$ cat config.mk
export PLATFORM = sky130hd
export DESIGN_NAME = barrel_feeder
export DESIGN_NICKNAME = d
export VERILOG_FILES = /design/src/rtl/barrel_feeder.sv
export SDC_FILE = /design/constraint.sdc
export NUM_CORES = 1
export LEC_CHECK = 0
export ABC_AREA = 1
export CORE_ASPECT_RATIO = 1.1
export CORE_UTILIZATION = 55
export CTS_BUF_LIST = sky130_fd_sc_hd__clkbuf_8
export CTS_CLUSTER_SIZE = 10
export DETAILED_ROUTE_END_ITERATION = 7
export GPL_TIMING_DRIVEN = 1
export PLACE_DENSITY = 0.92
export REMOVE_ABC_BUFFERS = 1
export SYNTH_ARGS = -nofsm -noshare
export SYNTH_HDL_FRONTEND = slang
export SYNTH_SLANG_ARGS = --single-unit
$ cat constraint.sdc
create_clock -name clk -period 4.5 [get_ports clk]
set_input_delay 1.125 -clock clk [delete_from_list [all_inputs] [get_ports clk]]
set_output_delay 1.125 -clock clk [all_outputs]
set_load 0.01 [all_outputs]
$ cat src/rtl/barrel_feeder.sv
// barrel_feeder: FIFO of shift commands feeding a single-entry issue stage
// that drives the barrel shifter and returns its result over valid/ready.
module barrel_feeder #(
   parameter int DEPTH = 4,
   parameter int KW    = 4
) (
   input  logic                       clk,
   input  logic                       rst,
   input  logic                       cmd_valid,
   output logic                       cmd_ready,
   input  logic [7:0]                 cmd_data,
   input  logic [KW-1:0]              cmd_k,
   input  logic                       cmd_dir,
   output logic [7:0]                 sh_in,
   output logic [KW-1:0]              sh_k,
   output logic                       sh_dir,
   input  logic [7:0]                 sh_out,
   output logic                       res_valid,
   input  logic                       res_ready,
   output logic [7:0]                 res_data,
   output logic [$clog2(DEPTH+1)-1:0] count
);
   localparam int AW = $clog2(DEPTH);
   localparam int CW = $clog2(DEPTH+1);
   localparam int EW = 9 + KW;
   typedef enum logic {IDLE, BUSY} state_t;
   state_t        state_q, state_d;
   logic [EW-1:0] mem_q [DEPTH];
   logic [AW-1:0] wp_q, wp_d, rp_q, rp_d;
   logic [CW-1:0] count_q, count_d;
   logic [7:0]    sh_in_q, sh_in_d;
   logic [KW-1:0] sh_k_q, sh_k_d;
   logic          sh_dir_q, sh_dir_d;
   logic          push, pop;
   assign cmd_ready = count_q != CW'(DEPTH);
   assign res_valid = state_q == BUSY;
   assign push      = cmd_valid && cmd_ready;
   assign pop       = (count_q != '0) && (!res_valid || res_ready);
   assign res_data  = sh_out;
   assign count     = count_q;
   assign sh_in     = sh_in_q;
   assign sh_k      = sh_k_q;
   assign sh_dir    = sh_dir_q;
   always_comb begin
      wp_d    = push ? wp_q + 1'b1 : wp_q;
      rp_d    = pop ? rp_q + 1'b1 : rp_q;
      count_d = count_q + CW'(push) - CW'(pop);
      {sh_in_d, sh_k_d, sh_dir_d} = pop ? mem_q[rp_q] : {sh_in_q, sh_k_q, sh_dir_q};
      state_d = pop ? BUSY : (res_valid && res_ready) ? IDLE : state_q;
   end
   always_ff @(posedge clk or posedge rst) begin
      if (rst) begin
         state_q  <= IDLE;
         wp_q     <= '0;
         rp_q     <= '0;
         count_q  <= '0;
         sh_in_q  <= '0;
         sh_k_q   <= '0;
         sh_dir_q <= 1'b0;
      end else begin
         state_q  <= state_d;
         wp_q     <= wp_d;
         rp_q     <= rp_d;
         count_q  <= count_d;
         sh_in_q  <= sh_in_d;
         sh_k_q   <= sh_k_d;
         sh_dir_q <= sh_dir_d;
      end
   end
   // Storage carries no reset; entries are only read after being written.
   always_ff @(posedge clk) begin
      if (push) mem_q[wp_q] <= {cmd_data, cmd_k, cmd_dir};
   end
endmodule

## After elaboration in Yosys (flattened, before gate mapping)

Memories as Yosys holds them, arrays and structs flattened. A register that Yosys moved wholly into a read port is not among the register bits.
Index checks and enable logic that the tools add are counted.
W data, S select, Z words.

| word-level totals | value |
|---|---|
| memories | 1 |
| logic and storage cells | 21 |
| latch bits | 0 |
| register bits | 8 |
| input bits | 25 |
| RAM bits | 52 |
| bits in read-only memories | 0 |
| output and inout bits | 26 |

Memories:

| memory | words | width | read ports | clocked after memory_dff | write ports | line | RTL |
|---|---|---|---|---|---|---|---|
| mem_q | 4 | 13 | 1 | 1 | 1 | 28 | `logic [EW-1:0] mem_q [DEPTH];` |

| cells by class | value |
|---|---|
| multiply operators | 0 |
| add/subtract/negate cells | 4 |
| $lt $le $gt $ge | 0 |
| bitwise logic cells | 0 |
| mux-type cells | 4 |
| reductions and logical operators | 7 |
| shift-type cells | 0 |
| eq/ne operators | 1 |
| divide/modulo/power cells | 0 |

Operators with widths:

| cell | number |
|---|---|
| $add A2 B1 Y2 const B | 2 |
| $mux W1 | 4 |
| $add A3 B1 Y3 | 1 |
| $logic_and A1 B1 Y1 | 3 |
| $ne A3 B3 Y1 const B | 1 |
| $reduce_bool A3 Y1 | 1 |
| $sub A3 B1 Y3 | 1 |
| $reduce_bool A2 Y1 | 1 |
| $logic_not A1 Y1 | 1 |
| $logic_or A1 B1 Y1 | 1 |

## Logic depth before layout (Yosys ltp)

Gate-level depths: netlist of run 1.

| depth | value |
|---|---|
| word-level depth | 4 |
| gate-level depth with buffers | 12 |
| gate-level depth less buffers | 11 |

## Worst setup path before layout of run 1

No wires, ideal clock.

| timing path | value |
|---|---|
| kind | input to register |
| start | input port res_ready |
| end | register count_q[2], in the netlist count[2] |
| arrival | 2.649 ns |
| stages | 12 |
| setup slack | 1.722 ns |
| data required time | 4.371 ns |
| path buffers | 1 |
| setup time | 0.129 ns |
| cells stage by stage | inv_1 -> nand2_1 -> nand2_4 -> inv_4 -> buf_6 -> ha_1 -> inv_1 -> ha_1 -> inv_1 -> fa_1 -> xnor2_1 -> xor2_1 |

| on the way | value |
|---|---|
| word-level cells in the longest chain between the ends | 3 |

RTL lines:

| item | line | RTL |
|---|---|---|
| start: declaration | 19 | `input logic res_ready,` |
| $logic_or A1 B1 Y1 | 38 | `assign pop = (count_q != '0) && (!res_valid \|\| res_ready);` |
| $logic_and A1 B1 Y1 | 38 |  |
| named net pop | 34 | `logic push, pop;` |
| $sub A3 B1 Y3 | 47 | `count_d = count_q + CW'(push) - CW'(pop);` |
| named net count_d[2] | 30 | `logic [CW-1:0] count_q, count_d;` |
| end signal: assignment | 64 | `count_q <= count_d;` |
| end: declaration | 30 |  |

The timed path passes the listed nets, and every way through them passes these cells.
A chain may end at the register's enable or synchronous reset.

## Worst setup path in the final report of run 1

| timing path | value |
|---|---|
| start | input port res_ready |
| end | register count_q[2], in the netlist count[2] |

| on the way | value |
|---|---|
| word-level cells in the longest chain between the ends | 3 |

RTL lines:

| item | line |
|---|---|
| $logic_or A1 B1 Y1 | 38 |
| $logic_and A1 B1 Y1 | 38 |
| $sub A3 B1 Y3 | 47 |
| named net count_d[2] | 30 |

The timed path passes the listed nets, and every way through them passes these cells.

==> run metrics, run 1 <==
outcome complete, no violations; Final Setup Violations 0; antenna violation net count after detailed routing 0; clock root buffer clkbuf_8; worst setup path category input port to register; hold-fix buffers at CTS 0; Finished Layout Cells 428; layout cell share with drive strength beyond 1 0.0765; Final #Nets 380; Post-Route Setup TNS 0 ns; Layout Area Growth over Synthesis 16.1%; I/O Pins 51; max_cap viols 0; initial cell density of the core 0.584; Power, Total approximately 0.0025 W; GPL Wtd Cong 0.754; Buffers on Ports 34; Worst-Margin Slew 1.03 ns; Worst Hold End sh_in[6]; multi-input logic area ~740 sq um; flops & latches, synth 73; post-cts resize count 0; hold_sp sh_in[6]; Final Max Tran Viols 0; Yosys top cell by area edfxtp_1; Clk Latency, worst-skew pair 0.35 ns; FF-to-FF setup slack 2.27 ns; top cells by area, synth edfxtp_1, dfrtp_1, nand2_1, inv_1, nand3_1; Bufs on Longest Clock Path 2; First-pass DRT Iterations 4; DR vias/cell roughly 5; LEAKAGE 1.77 nW; CTS tree done; vias in the first global route a little over 2,000; Max Freq around 330 MHz; Rel. slew slack 0.315; Mean Syn Cell Area 10.2 sq um; Synth Instances 317; TritonCTS Buffers 9; Remaining DRCs 0; Total GRT Usage 0.235; first-pass GRT wire length 9940 microns; Chip Height 82.4 microns; Ys Warns 0; Synth cell types 19; Clock Skew 0.0106 ns; die width 75.1 microns; Startpoint Class input port; final hold slack 0.485 ns; FF-to-FF End count[2]; fill cell count about 410; pin count of the biggest net entering global routing 29; wirelength, routed approximately 6300 microns; RSZ-0062 raised after global routing no; core area 5540 sq um; Die Area 6190 sq um; Final Hold Fails 0; vias 2,126; most common cell after layout, fill and taps aside nand2_1; hold depth 2; ANT cells 0; Critical Path RT ~4.8 ns; Inst Count DP between 400 and 500; PD cells 663 nW/um^2; CTS Sinks 73; most frequent cells in the layout nand2_1, inv_1, edfxtp_1; fin crit period about 3.0 ns; VDD IR-drop max 327 uV; total gr overflow 0; drt wl/cell 14.6 microns; Reg area roughly 2100 sq um; CTS H-Tree Depth 3; postcts setup bufs 0; worst r2r src count[1]; reg2reg path depth 11; drt first-iter violations between 150 and 200; Post-DP HPWL 3940 microns; crit-path max FO 18; register area share after synthesis 0.646; worst min-delay path category register to register; initial antenna violation count 0; post-synthesis cell area about 3200 sq um; fin crit share 0.668; crit end category register; num rows 28; Worst Path Arrival 3.27 ns; clk slew on worst S/H paths roughly 0.08 ns; final core utilization 0.678; top-area cell type share of the netlist area 0.483
-- worst max-delay path, cell delays in order --
cell and delay, ns:
clkdlybuf4s50_1 0.46, inv_1 0.04, nand2_1 0.11, nand2_4 0.16
inv_4 0.18, ha_1 0.25, inv_1 0.05, ha_1 0.13
inv_1 0.05, fa_1 0.38, xnor2_1 0.17, xor2_1 0.16
-- registers in the layout, summed over array words and instances (netlist names) --
register,flops
sh_k,4
count,3
mem_q,52
sh_dir,1
sh_in,8
res_valid,1
rp_q,2
wp_q,2
-- kinds of logic (layout without fill, tap and decap cells) --
| kind of cell | Yosys count | in the layout | synth area share |
|---|---|---|---|
| AOI/OAI and AO/OA | 1 | 1 | 0.00155 |
| DFF | 73 | 73 | 0.646 |
| and+or+nand+nor | 144 | 144 | 0.183 |
| xor gates and xnor gates | 5 | 5 | 0.0136 |
| adders and majority gates | 7 | 7 | 0.0294 |
| buffers and inverters | 87 | 123 | 0.127 |
-- report_power, final --
part	internal, W	leakage (nW)	switching (W)
Clock	0.000262	0.102	0.000253
Sequential	0.000924	0.727	0.000162
Combinational	0.000367	0.942	0.000520
-- Yosys cell counts --
library cell  instances
nand2_1             109
buf_6                 4
buf_2                 2
nand3_1              28
o21ai_1               1
fa_1                  1
xor2_1                3
edfxtp_1             52
nand2_4               1
inv_4                 2
dfrtp_1              21
xnor2_1               2
inv_2                 3
nand3_2               1
buf_4                12
nor2_1                4
inv_1                64
nand2_2               1
ha_1                  6
-- worst max path at each step --
stage                   start        to  slack [ns]  cells past startpoint
global route        res_ready  count[2]        1.36                     12
CTS                 res_ready  count[2]        1.49                     12
finish              res_ready  count[2]        1.49                     12
detailed placement  res_ready  count[2]        1.15                     12
global placement    res_ready  count[2]        1.24                     12
floorplan           res_ready  count[2]        1.76                     11
-- area by class of cell --
class,count,area share
clock buffers,9,0.0330
clock inverters,7,0.0207
inverters,69,0.0704
multi-input cells,157,0.196
flip-flops and latches,73,0.556
well taps,75,0.0250
repair buffers,38,0.0987
-- routing by layer --
layer  track usage  vias to the layer above  part of all wire
met1         0.295                      994              0.42
met5             0                        -                 0
met4         0.155                        0             0.029
met2         0.363                       95              0.48
met3        0.0558                       17             0.074
li1              -                     1020                 -
-- stage by stage --
stage	cell area [sq um]	setup WS, ns
after detailed placement	3550	1.15
after floorplan	3090	1.76
after CTS	3750	1.49
final	3750	1.49
after global routing	3750	1.36
after global placement	3550	1.24
(Power assumes the default switching activity.)
==> inputs of run 2 (changes only) <==
- clock period: 4.5 -> 3.1 ns (I/O delays scaled with it)
==> run 2 against run 1 <==
Effect of this change: total power up 39%; wire length fell by 11%; critical path depth stayed put; critical path type unchanged; worst setup slack worse by 0.92 ns; sequential share of layout area up 0.17 points; combinational power increased by 43%; clock skew decreased by 0.0025 ns; sequential cell count stayed put; clock-buffer cell count is 2 higher.
==> run metrics, run 2 (synthesized netlist as in run 1, its figures left out) <==
Bufs on Longest Clock Path 2; TritonCTS Buffers 9; Total GRT Usage 0.206; core area 5540 sq um; crit end category register; Sw Ratio 0.358; fin crit share 0.814; CTS H-Tree Depth 3; sw power 0.00123 W; Clk Latency, worst-skew pair 0.35 ns; outcome complete, no violations; fin area 3740 sq um; Layout Area Growth over Synthesis 15.8%; pin count of the biggest net entering global routing 28; ANT cells 0; Critical Path RT about 3.3 ns; Die Area roughly 6200 sq um; initial cell density of the core 0.584; wirelength, routed roughly 5600 microns; Final #Nets 382; Post-Route Setup TNS 0 ns; Remaining DRCs 0; most frequent cells in the layout nand2_1, inv_1, edfxtp_1; fin crit period 2.52 ns; most common cell after layout, fill and taps aside nand2_1; max reg flops 52; Worst-Margin Slew around 0.81 ns; initial antenna violation count 0; final hold slack ~0.48 ns; clock power share 0.186; Startpoint Class input port; Final Hold Fails 0; die width 75.1 microns; Clock Skew 0.00809 ns; I/O Pins 51; hold depth 2; Buffers on Ports 34; hold-fix buffers at CTS 0; num rows 28; Final Setup Violations 0; layout cell share with drive strength beyond 1 0.0761; Chip Height 82.4 microns; antenna violation net count after detailed routing 0; DR vias/cell 4.83; drt first-iter violations 154; Worst Path Arrival 2.75 ns; CTS Sinks 73; postcts setup bufs 0; clk slew on worst S/H paths 0.07 ns; VDD IR-drop max 455 uV; First-pass DRT Iterations 4; placed cell area approximately 3600 sq um; LEAKAGE 1.77 nW; total gr overflow 0; Top reg by flops mem_q; drt wl/cell ~13 microns; first-pass GRT wire length 8670 microns; Flop pwr share 0.445; PD cells 921 nW/um^2; vias 2,076; max_cap viols 0; clock root buffer clkbuf_8; Rel. slew slack 0.462; worst min-delay path category register to register; vias in the first global route 1,993; Post-DP HPWL between 3000 and 4000 microns; GPL Wtd Cong 0.808; Max Freq 396 MHz; RSZ-0062 raised after global routing no; reg2reg path depth 10; crit-path max FO 14; post-cts resize count 0; Final Max Tran Viols 0; worst setup path category input port to register; combinational share of power 0.369; Internal 0.00221 W; CTS tree done
-- run 2: cell count changes in the layout (fill, tap and decap cells not counted), sizes merged --
cell      delta
clkinvlp     +1
bufinv       -1
clkbuf       +2
buf          +2
inv          -1
clkinv       -1
-- run 2: layer usage --
layer / global-route usage / part of all wire / routed length, microns / vias up
li1: - / - / - / 1025
met1: 0.218 / 0.39 / 2140 / 959
met2: 0.341 / 0.52 / 2870 / 79
met3: 0.0740 / 0.076 / 420 / 13
met4: 0.140 / 0.022 / 125 / 0
met5: 0 / 0 / 0 / -
-- run 2: area by class of cell --
class	count	area (sq um)
well taps	75	93.8
flip-flops and latches	73	2090
inverters	69	264
multi-input cells	157	736
fillers	417	1790
repair buffers	40	385
clock buffers	11	151
clock inverters	5	23.8
-- run 2: critical path, stage by stage --
cell	delay (ns)
clkdlybuf4s50_1	0.46
inv_1	0.04
nand2_1	0.11
nand2_4	0.07
inv_4	0.14
ha_1	0.25
inv_1	0.05
ha_1	0.13
inv_1	0.05
fa_1	0.38
xnor2_1	0.14
xor2_1	0.14
-- run 2: stage by stage --
step | std cells | util | total power, W | setup slack (ns)
2_1_floorplan | 299 | - | 0.00229 | 0.711
6_report | 430 | 0.676 | 0.00344 | 0.575
3_3_place_gp | 414 | 0.644 | 0.00275 | 0.278
4_1_cts | 430 | 0.676 | 0.00347 | 0.571
3_5_place_dp | 414 | 0.644 | 0.00282 | 0.212
5_1_grt | 430 | 0.676 | 0.00369 | 0.454
-- run 2: path summary, 6_finish.rpt --
path | start | to | slack, ns
worst min-delay path | sh_in[5] | sh_in[5] | 0.48
worst max-delay path | res_ready | count[2] | 0.58
worst min register to register | sh_in[5] | sh_in[5] | 0.48
min in group asynchronous | rst | sh_in[5] | 0.88
max in group asynchronous | rst | sh_k[3] | 1.71
worst max register to register | count[1] | count[2] | 1.02
-- run 2: power by group through the flow --
stage | Sequential (W) | Clock [W] | Combinational [W]
6_report | 0.00153 | 0.000641 | 0.00127
5_1_grt | 0.00156 | 0.000699 | 0.00143
4_1_cts | 0.00153 | 0.000660 | 0.00128
3_5_place_dp | 0.00155 | 0 | 0.00127
3_3_place_gp | 0.00153 | 0 | 0.00121
2_1_floorplan | 0.00157 | 0 | 0.000712
